### src/rtl/fetch_unit.sv
// fetch_unit: owns the fetch PC, issues word requests to instruction memory
// over a req/ack handshake, buffers {pc, inst} pairs in a prefetch FIFO and
// hands them to decode with a valid/ready handshake. Redirects flush the FIFO
// and any in-flight response is dropped.
//
// state | meaning
// FETCH | normal fetching; acks push into the FIFO
// DROP  | a redirect left a request outstanding; its ack is discarded
module fetch_unit #(
    parameter int unsigned DEPTH    = 4,
    parameter logic [31:0] RESET_PC = 32'h0000_0000
) (
    input  logic        clk,
    input  logic        reset,
    output logic        imem_req,
    output logic [31:0] imem_addr,
    input  logic        imem_ack,
    input  logic [31:0] imem_rdata,
    output logic        inst_valid,
    output logic [31:0] inst_out,
    output logic [31:0] inst_pc,
    input  logic        inst_ready,
    input  logic        redirect,
    input  logic [31:0] redirect_pc
);

    localparam int unsigned AW      = $clog2(DEPTH);
    localparam logic [AW:0] L_DEPTH = (AW+1)'(DEPTH);

    typedef enum logic {
        FETCH = 1'b0,
        DROP  = 1'b1
    } state_t;

    state_t          r_state;
    state_t          w_state_next;
    logic [31:0]     r_fetch_pc;
    logic [31:0]     w_fetch_pc_next;
    logic [31:0]     r_addr;
    logic [31:0]     w_addr_next;
    logic            r_req;
    logic            w_req_next;
    logic [AW:0]     r_count;
    logic [AW:0]     w_count_next;
    logic [AW-1:0]   r_rd_ptr;
    logic [AW-1:0]   r_wr_ptr;
    logic [31:0]     r_pc_mem   [DEPTH];
    logic [31:0]     r_inst_mem [DEPTH];
    logic            w_ack;
    logic            w_push;
    logic            w_pop;
    logic            w_valid;
    logic            w_hold;
    logic [31:0]     w_redirect_pc;

    // An ack only means something while a request is actually outstanding.
    assign w_ack         = imem_ack & r_req;
    assign w_valid       = (r_count != '0);
    assign w_redirect_pc = redirect_pc & 32'hFFFF_FFFC;
    assign w_hold        = r_req & ~w_ack;

    assign imem_req   = r_req;
    assign imem_addr  = r_addr;
    assign inst_valid = w_valid;
    assign inst_out   = w_valid ? r_inst_mem[r_rd_ptr] : 32'h0;
    assign inst_pc    = w_valid ? r_pc_mem[r_rd_ptr]   : 32'h0;

    // Next-state, FIFO bookkeeping and request launch decisions.
    always_comb begin
        w_state_next    = r_state;
        w_fetch_pc_next = r_fetch_pc;
        w_count_next    = r_count;
        w_push          = 1'b0;
        w_pop           = 1'b0;
        w_req_next      = r_req;
        w_addr_next     = r_addr;

        if (redirect) begin
            // A request still waiting for its ack must be drained in DROP;
            // an ack arriving now is simply thrown away.
            w_fetch_pc_next = w_redirect_pc;
            w_count_next    = '0;
            w_state_next    = w_hold ? DROP : FETCH;
        end else begin
            w_pop = w_valid & inst_ready;
            case (r_state)
                FETCH: begin
                    w_push = w_ack;
                    if (w_push) begin
                        w_fetch_pc_next = r_fetch_pc + 32'd4;
                    end
                end
                DROP: begin
                    if (w_ack) begin
                        w_state_next = FETCH;
                    end
                end
                default: w_state_next = FETCH;
            endcase
            w_count_next = r_count + {{AW{1'b0}}, w_push} - {{AW{1'b0}}, w_pop};
        end

        // Address stays frozen until the outstanding request is acked; a
        // fresh request is only launched when the FIFO will have room.
        if (w_hold) begin
            w_req_next  = 1'b1;
            w_addr_next = r_addr;
        end else begin
            w_req_next  = (w_count_next < L_DEPTH);
            w_addr_next = w_fetch_pc_next;
        end
    end

    // Control state registers.
    always_ff @(posedge clk or negedge reset) begin
        if (!reset) begin
            r_state    <= FETCH;
            r_fetch_pc <= RESET_PC;
            r_addr     <= RESET_PC;
            r_req      <= 1'b0;
            r_count    <= '0;
            r_rd_ptr   <= '0;
            r_wr_ptr   <= '0;
        end else begin
            r_state    <= w_state_next;
            r_fetch_pc <= w_fetch_pc_next;
            r_addr     <= w_addr_next;
            r_req      <= w_req_next;
            r_count    <= w_count_next;
            if (redirect) begin
                r_rd_ptr <= '0;
                r_wr_ptr <= '0;
            end else begin
                if (w_push) r_wr_ptr <= r_wr_ptr + AW'(1);
                if (w_pop)  r_rd_ptr <= r_rd_ptr + AW'(1);
            end
        end
    end

    // FIFO storage; contents are don't-care until counted valid.
    always_ff @(posedge clk) begin
        if (w_push) begin
            r_pc_mem[r_wr_ptr]   <= r_fetch_pc;
            r_inst_mem[r_wr_ptr] <= imem_rdata;
        end
    end

endmodule

### config.mk
export PLATFORM = sky130hd
export DESIGN_NAME = fetch_unit
export DESIGN_NICKNAME = d
export VERILOG_FILES = /design/src/rtl/fetch_unit.sv
export SDC_FILE = /design/constraint.sdc
export NUM_CORES = 1
export LEC_CHECK = 0
export BUFFER_PORTS_ARGS = -buffer_cell sky130_fd_sc_hd__buf_2
export CORE_MARGIN = 5
export CORE_UTILIZATION = 30
export DETAILED_ROUTE_END_ITERATION = 10
export HOLD_SLACK_MARGIN = 0.08
export PLACE_DENSITY = 0.46
export SKIP_LAST_GASP = 1
export SLEW_MARGIN = 20
export SYNTH_ARGS = -nofsm -noshare
export SYNTH_HDL_FRONTEND = slang
export SYNTH_SLANG_ARGS = --single-unit
### constraint.sdc
create_clock -name clk -period 3.5 [get_ports clk]
set_input_delay 0.35 -clock clk [delete_from_list [all_inputs] [get_ports clk]]
set_output_delay 0.35 -clock clk [all_outputs]
set_load 0.03 [all_outputs]
==> results of run 1 <==
==> logic make-up (layout without fill, tap and decap cells) <==
family | Yosys count | in the layout | share of synthesized area
adders and majority gates | 8 | 8 | 0.008082
and+or+nand+nor | 218 | 218 | 0.09426
AOI/OAI and AO/OA | 49 | 49 | 0.02303
buffers and inverters | 49 | 325 | 0.01522
other | 0 | 2 | 0
DFF | 329 | 329 | 0.7146
xor gates and xnor gates | 29 | 29 | 0.01908
muxes | 85 | 85 | 0.1257
==> placed cells by master (no fill, tap or decap), types with 4 or more instances in the layout <==
master         Yosys  routed
buf_12             0       6
mux4_2            64      64
edfxtp_1         256     256
buf_2              5     163
clkbuf_1          29       9
dlygate4sd3_1      0      60
dfrtp_1           73      71
xor2_1             9       9
and2_1            66      66
clkbuf_16          0      39
nor2_1            25      25
ha_1               7       7
a21oi_1           18      18
nand2_1           44      44
nor3_1             4       4
clkinv_1           1       7
clkinv_2           0       6
nor2b_1            5       4
and3_4             0       4
inv_1              7       7
o21ai_0           13      13
nand3_1           15      15
and3_1            23      19
buf_4              0      19
xnor2_1           20      20
and4_1             5       5
nand4_1           13      13
o31ai_1            4       4
a221o_1            7       7
mux2_2            18      18
==> cells in the mapped netlist (4+ instances only) <==
| library cell | number | share of area |
|---|---|---|
| a21oi_1 | 18 | 0.0068 |
| a221o_1 | 7 | 0.0053 |
| and2_1 | 66 | 0.031 |
| and3_1 | 23 | 0.011 |
| and4_1 | 5 | 0.0033 |
| buf_1 | 5 | 0.0014 |
| buf_2 | 5 | 0.0019 |
| clkbuf_1 | 29 | 0.0082 |
| dfrtp_1 | 73 | 0.14 |
| edfxtp_1 | 256 | 0.58 |
| ha_1 | 7 | 0.0066 |
| inv_1 | 7 | 0.0020 |
| mux2_2 | 18 | 0.015 |
| mux4_2 | 64 | 0.11 |
| nand2_1 | 44 | 0.012 |
| nand3_1 | 15 | 0.0056 |
| nand4_1 | 13 | 0.0061 |
| nor2_1 | 25 | 0.0070 |
| nor2b_1 | 5 | 0.0023 |
| nor3_1 | 4 | 0.0015 |
| o21ai_0 | 13 | 0.0049 |
| o31ai_1 | 4 | 0.0023 |
| or3_1 | 4 | 0.0019 |
| xnor2_1 | 20 | 0.013 |
| xor2_1 | 9 | 0.0059 |
==> area by class of cell <==
class                           count  area, µm²
Inverter                            9      38.79
Sequential cell                   329       9522
Antenna cell                        2      5.005
Clock inverter                     17      95.09
Clock buffer                       51       1051
Multi-Input combinational cell    389       3621
Tap cell                          592      740.7
Timing Repair Buffer              248       1679
Fill cell                        4169      27280
==> flip-flops by register name, summed over array words and instances, names as in the netlist <==
register / count
imem_addr: 32
imem_req: 1
r_count: 3
r_fetch_pc: 32
r_inst_mem: 128
r_pc_mem: 128
r_rd_ptr: 2
r_state: 1
r_wr_ptr: 2
==> metal layers <==
layer | share of wire | up-vias | wire [µm] | track usage
li1 | - | 3478 | - | -
met3 | 0.053 | 51 | 1771 | 0.03133
met4 | 0.023 | 2 | 777 | 0.03907
met1 | 0.45 | 3785 | 15090 | 0.1914
met5 | 0.00033 | - | 11 | 0
met2 | 0.47 | 177 | 15690 | 0.2215
==> timing repair <==
| item | 4_1_cts | 5_1_grt |
|---|---|---|
| hold endpoints to repair | 206 | 0 |
| setup endpoints to repair | 0 | 0 |
| hold buffers | 60 | 0 |
| buffers inserted | 0 | 0 |
==> where the power goes <==
group	switching, mW	internal (mW)
registers	0.343	4.66
clock network	1.54	2.11
logic	2.42	1.42
total	4.31	8.19
==> worst min-delay path by stage <==
stage	start	end	slack, ns	cells past startpoint
2_1_floorplan	reset	imem_addr[0]	0.05	0
3_3_place_gp	imem_addr[3]	imem_addr[3]	0.46	2
3_5_place_dp	reset	imem_addr[28]	0.46	1
4_1_cts	redirect_pc[12]	r_fetch_pc[12]	0.1	3
5_1_grt	redirect_pc[12]	r_fetch_pc[12]	0.11	3
6_report	redirect_pc[12]	r_fetch_pc[12]	0.12	3
==> tightest hold or removal path, stage by stage <==
cell,delay [ns]
buf_2,0.10
nor2_1,0.05
a21oi_1,0.11
==> through the flow <==
| stage | cells | power [mW] | area (µm²) | util | hold slack [ns] |
|---|---|---|---|---|---|
| after global routing | 1635 | 13.22 | 16750 | 0.3804 | 0.1056 |
| final | 1637 | 12.50 | 16750 | 0.3805 | 0.1237 |
| after CTS | 1635 | 12.81 | 16750 | 0.3804 | 0.09534 |
| after floorplan | 767 | 7.639 | 13310 | - | 0.05441 |
| after global placement | 1507 | 8.991 | 15000 | 0.3407 | 0.4580 |
| after detailed placement | 1507 | 8.996 | 15000 | 0.3407 | 0.4563 |
==> flow_summary.json, run 1 <==
{
  "cts_sinks": 329,
  "port_buffers": 164,
  "clkLatencyLatePin_ns": 0.53,
  "grt_pass1_vias": 7938,
  "grt_antenna_before_repair": 2,
  "postSynthAreaPerCell_um2": 17.36,
  "clockBufferDepth": 3,
  "hpwl_um": 20910,
  "p_leak_nw": 6.106,
  "cp-endpoint": "inst_pc[9]",
  "numCtsBuffers": 38,
  "gp_congestion": 0.7303,
  "path_clk_slew_ns": 0.06,
  "period_share": 0.8369,
  "grt.total_usage": 0.1385,
  "critPathTopFamily": "flip-flops",
  "area_growth_syn_to_layout_pct": 25.82,
  "ys_seq_area_frac": 0.7146,
  "power_density_nw_per_um2": 746.1,
  "drt-total-wl_um": 33340,
  "crit_path_start_kind": "register",
  "grt_pass1_wl_um": 50540,
  "cp_cell_sequence": "buf_4 -> mux4_2 -> and2_1 -> buf_2",
  "max_slew_margin": 0.3206,
  "synthArstFlopShare": 0.2219,
  "critPathRequiredTime_ns": 3.15,
  "critPathKind": "register to primary output",
  "cts_tree": "yes",
  "cts_resized": 0,
  "end_kind": "primary output",
  "arrival_ns": 2.58,
  "synthCells": 767,
  "netlist-cell-type-count": 45,
  "layout.nets": 1092,
  "critPathMaxStageDelay_ns": 0.78,
  "h-tree-depth": 2,
  "worst_slew_pin_slew_ns": 1.019,
  "pre_cts_slack_ns": 0.9451,
  "synth-main-ff-cell": "edfxtp_1",
  "worstReg2RegEnd": "imem_addr[30]",
  "slowest_stage": "dfrtp_4",
  "holdCritPathClass": "input port to register",
  "ys_ff_latch": 329,
  "final_max_slew_viol_count": 0,
  "drt-pass1-iter-count": 4,
  "hold_viol": 0,
  "skew_ns": 0.01407,
  "ant_nets": 0,
  "setup_tns_ns": 0,
  "drc": 0,
  "worst-path-stages": 4,
  "reg2reg_slack_ns": 0.90,
  "syn_area_um2": 13310,
  "layout_setup_ws_ns": 0.5709,
  "vias_per_cell": 4.577,
  "clock.fmax_ghz": 0.3414,
  "cts-root-buf": "clkbuf_16",
  "rows": 77,
  "io_pins": 167,
  "setup_viol": 0,
  "startpoint": "r_rd_ptr[0]",
  "fin_crit_ns": 2.929,
  "drt_iter0_drc": 380,
  "coreArea_um2": 44030,
  "grt_overflow": 0,
  "grt_start_max_net_pins": 66,
  "syn-num-nets": 844,
  "drive_above_1_share": 0.3260,
  "cap_violations": 0,
  "rr_worst_depth": 6,
  "initial_core_util": 0.3024,
  "synth-edff-count": 256,
  "max-vdd-ir-drop_v": 0.0003278,
  "status": "finished, final reports clean",
  "critPathBufInv": 2,
  "wl_per_cell_um": 20.36,
  "via_count": 7493,
  "die_width_um": 220.7,
  "synth_warnings": 0,
  "die_area_um2": 48690,
  "rsz0062_at_grt": "no",
  "die_h_um": 220.7,
  "worstPathMaxFanout": 24,
  "r2r_start": "r_fetch_pc[2]"
}
No activity file was read; power rests on OpenSTA's default activity.
==> run 2: changes to the inputs <==
- ABC_AREA: default -> 1
- PLACE_DENSITY: 0.46 -> 0.47
- clock period: 3.5 -> 2.5 ns (I/O delays scaled with it)
==> flow_summary.json, run 2 <==
{
  "status": "finished, final reports clean",
  "ys_ff_latch": 329,
  "rows": 78,
  "dpl_cell_area_um2": 15490,
  "critPathKind": "register to primary output",
  "p_leak_nw": 6.825,
  "synth_top_area_frac": 0.5607,
  "final_cell_mix": "nor2_1, edfxtp_1, nand2_1, buf_2, o21ai_0",
  "period_share": 0.9604,
  "critPathTopFamily": "buffers and inverters",
  "end_kind": "primary output",
  "setup_viol": 0,
  "grt_pass1_wl_um": 57020,
  "cp_cell_sequence": "clkinv_2 -> bufbuf_16 -> o21ai_0 -> a21oi_1 -> buf_2",
  "max_slew_margin": 0.7036,
  "grt_start_max_net_pins": 65,
  "worstReg2RegEnd": "imem_req",
  "cts_tree": "yes",
  "slowest_stage": "dfrtp_4",
  "numCtsBuffers": 38,
  "setup_tns_ns": 0,
  "synthArstFlopShare": 0.2219,
  "area_growth_syn_to_layout_pct": 27.32,
  "antenna_cells": 0,
  "cts-root-buf": "clkbuf_16",
  "clockBufferDepth": 3,
  "drt-met1-wl_um": 17340,
  "critPathBufInv": 3,
  "worst_slew_pin_slew_ns": 0.4435,
  "max-vdd-ir-drop_v": 0.0007443,
  "wl_met2_um": 16950,
  "skew_ns": 0.01024,
  "vias_per_cell": 4.481,
  "coreArea_um2": 45280,
  "crit_path_start_kind": "register",
  "dr_wl_met3_um": 1683,
  "cts_sinks": 329,
  "path_clk_slew_ns": 0.06,
  "fin_hold_ws_ns": 0.1193,
  "critPathRequiredTime_ns": 2.25,
  "final_max_slew_viol_count": 0,
  "rsz0062_at_grt": "yes",
  "min_to": "r_state",
  "hp-start": "imem_ack",
  "synth-main-ff-cell": "edfxtp_1",
  "synth-edff-count": 256,
  "reg_top3": "r_inst_mem: 128 flops, r_pc_mem: 128 flops",
  "clock.fmax_ghz": 0.4165,
  "synth_warnings": 0,
  "drc": 0,
  "h-tree-depth": 2,
  "r2r_start": "r_count[2]",
  "synthCells": 1267,
  "drt-pass1-iter-count": 5,
  "layout_setup_ws_ns": 0.09904,
  "hpwl_um": 22110,
  "reg2reg_slack_ns": 0.19,
  "postSynthAreaPerCell_um2": 10.82,
  "drt-total-wl_um": 36640,
  "clkLatencyLatePin_ns": 0.54,
  "drt_iter0_drc": 544,
  "via_count": 9575,
  "yosys.area.top_type": "edfxtp_1",
  "syn_area_um2": 13710,
  "hold_viol": 0,
  "port_buffers": 164,
  "grt.total_usage": 0.1454,
  "top_layer": "met4",
  "io_pins": 167,
  "holdCritPathClass": "input port to register",
  "arrival_ns": 2.15,
  "die_area_um2": 50070,
  "fin_crit_ns": 2.401,
  "critPathMaxStageDelay_ns": 0.56,
  "synth_area_leaders": "edfxtp_1, dfrtp_1, nor2_1",
  "ant_nets": 0,
  "rr_worst_depth": 11,
  "drive_above_1_share": 0.1952,
  "gp_congestion": 0.8004,
  "startpoint": "r_rd_ptr[0]",
  "wl_per_cell_um": 17.15,
  "grt_pass1_vias": 9724,
  "worstPathMaxFanout": 32,
  "syn-num-nets": 1344,
  "netlist-cell-type-count": 34,
  "cap_violations": 0,
  "final_common_cell": "nor2_1",
  "pre_cts_slack_ns": 0.2148,
  "layout.nets": 1584,
  "holdPathStages": 4,
  "die_h_um": 223.8,
  "grt_overflow": 0,
  "synth_commonest_cells": "nor2_1, edfxtp_1, nand2_1",
  "ys_seq_area_frac": 0.6940,
  "initial_core_util": 0.3027,
  "power_density_nw_per_um2": 1038,
  "synth.most_common_cell": "nor2_1",
  "grt_antenna_before_repair": 0,
  "die_width_um": 223.8,
  "final_cell_area_um2": 17450
}
run 2: logic make-up after synthesis:
family	synth area share
buffers and inverters	0.03486
and+or+nand+nor	0.1727
AOI/OAI and AO/OA	0.08679
DFF	0.6940
xor gates and xnor gates	0.003833
adders and majority gates	0.007849
run 2: timing repair:
action	in CTS	in global routing
hold buffers	64	0
cloned	1	0
endpoints found under the setup margin	12	26
gates resized for setup	5	9
pin swaps	0	1
setup buffers	0	4
hold endpoints to repair	259	0
run 2: area by class of cell:
| class | count | area (µm²) |
|---|---|---|
| Timing Repair Buffer | 263 | 1982 |
| Sequential cell | 329 | 9520 |
| Clock buffer | 56 | 1102 |
| Inverter | 55 | 207.7 |
| Clock inverter | 14 | 116.4 |
| Tap cell | 600 | 750.7 |
| Multi-Input combinational cell | 820 | 3775 |
| Fill cell | 4480 | 27830 |
run 2: worst max path at each step:
stage                  endpoint  cells past startpoint
2_1_floorplan  r_inst_mem[0][0]                      6
3_3_place_gp           imem_req                     12
3_5_place_dp           imem_req                     11
4_1_cts             inst_pc[12]                      6
5_1_grt             inst_out[5]                      5
6_report             inst_pc[9]                      5
run 2: worst register-to-register path, stage by stage, from the launching register on:
cell and delay [ns]:
dfrtp_1 0.37, or2_2 0.33, nor2_4 0.12, inv_1 0.06, nand2_1 0.08, inv_1 0.06
ha_1 0.27, inv_1 0.04, ha_1 0.18, fa_1 0.39, a21oi_1 0.19, nand2_1 0.09
run 2: per-layer routing:
layer  GRT usage  vias to the layer above
met2      0.2381                      211
met5           0                        -
met3     0.02568                       44
li1            -                     4786
met1      0.2014                     4534
met4     0.03874                        0
run 2: metrics by stage:
step	power (mW)	cells	util
6_report	18.12	2137	0.3854
3_3_place_gp	12.70	1998	0.3420
3_5_place_dp	12.73	1998	0.3420
5_1_grt	19.18	2137	0.3854
4_1_cts	18.40	2133	0.3842
2_1_floorplan	10.55	1267	-
run 2: power breakdown:
| part | leakage [nW] | switching, mW | internal (mW) | total, mW |
|---|---|---|---|---|
| clock network | 0.595 | 2.14 | 3.26 | 5.40 |
| logic | 3.03 | 4.34 | 1.68 | 6.03 |
| registers | 3.20 | 0.298 | 6.39 | 6.69 |
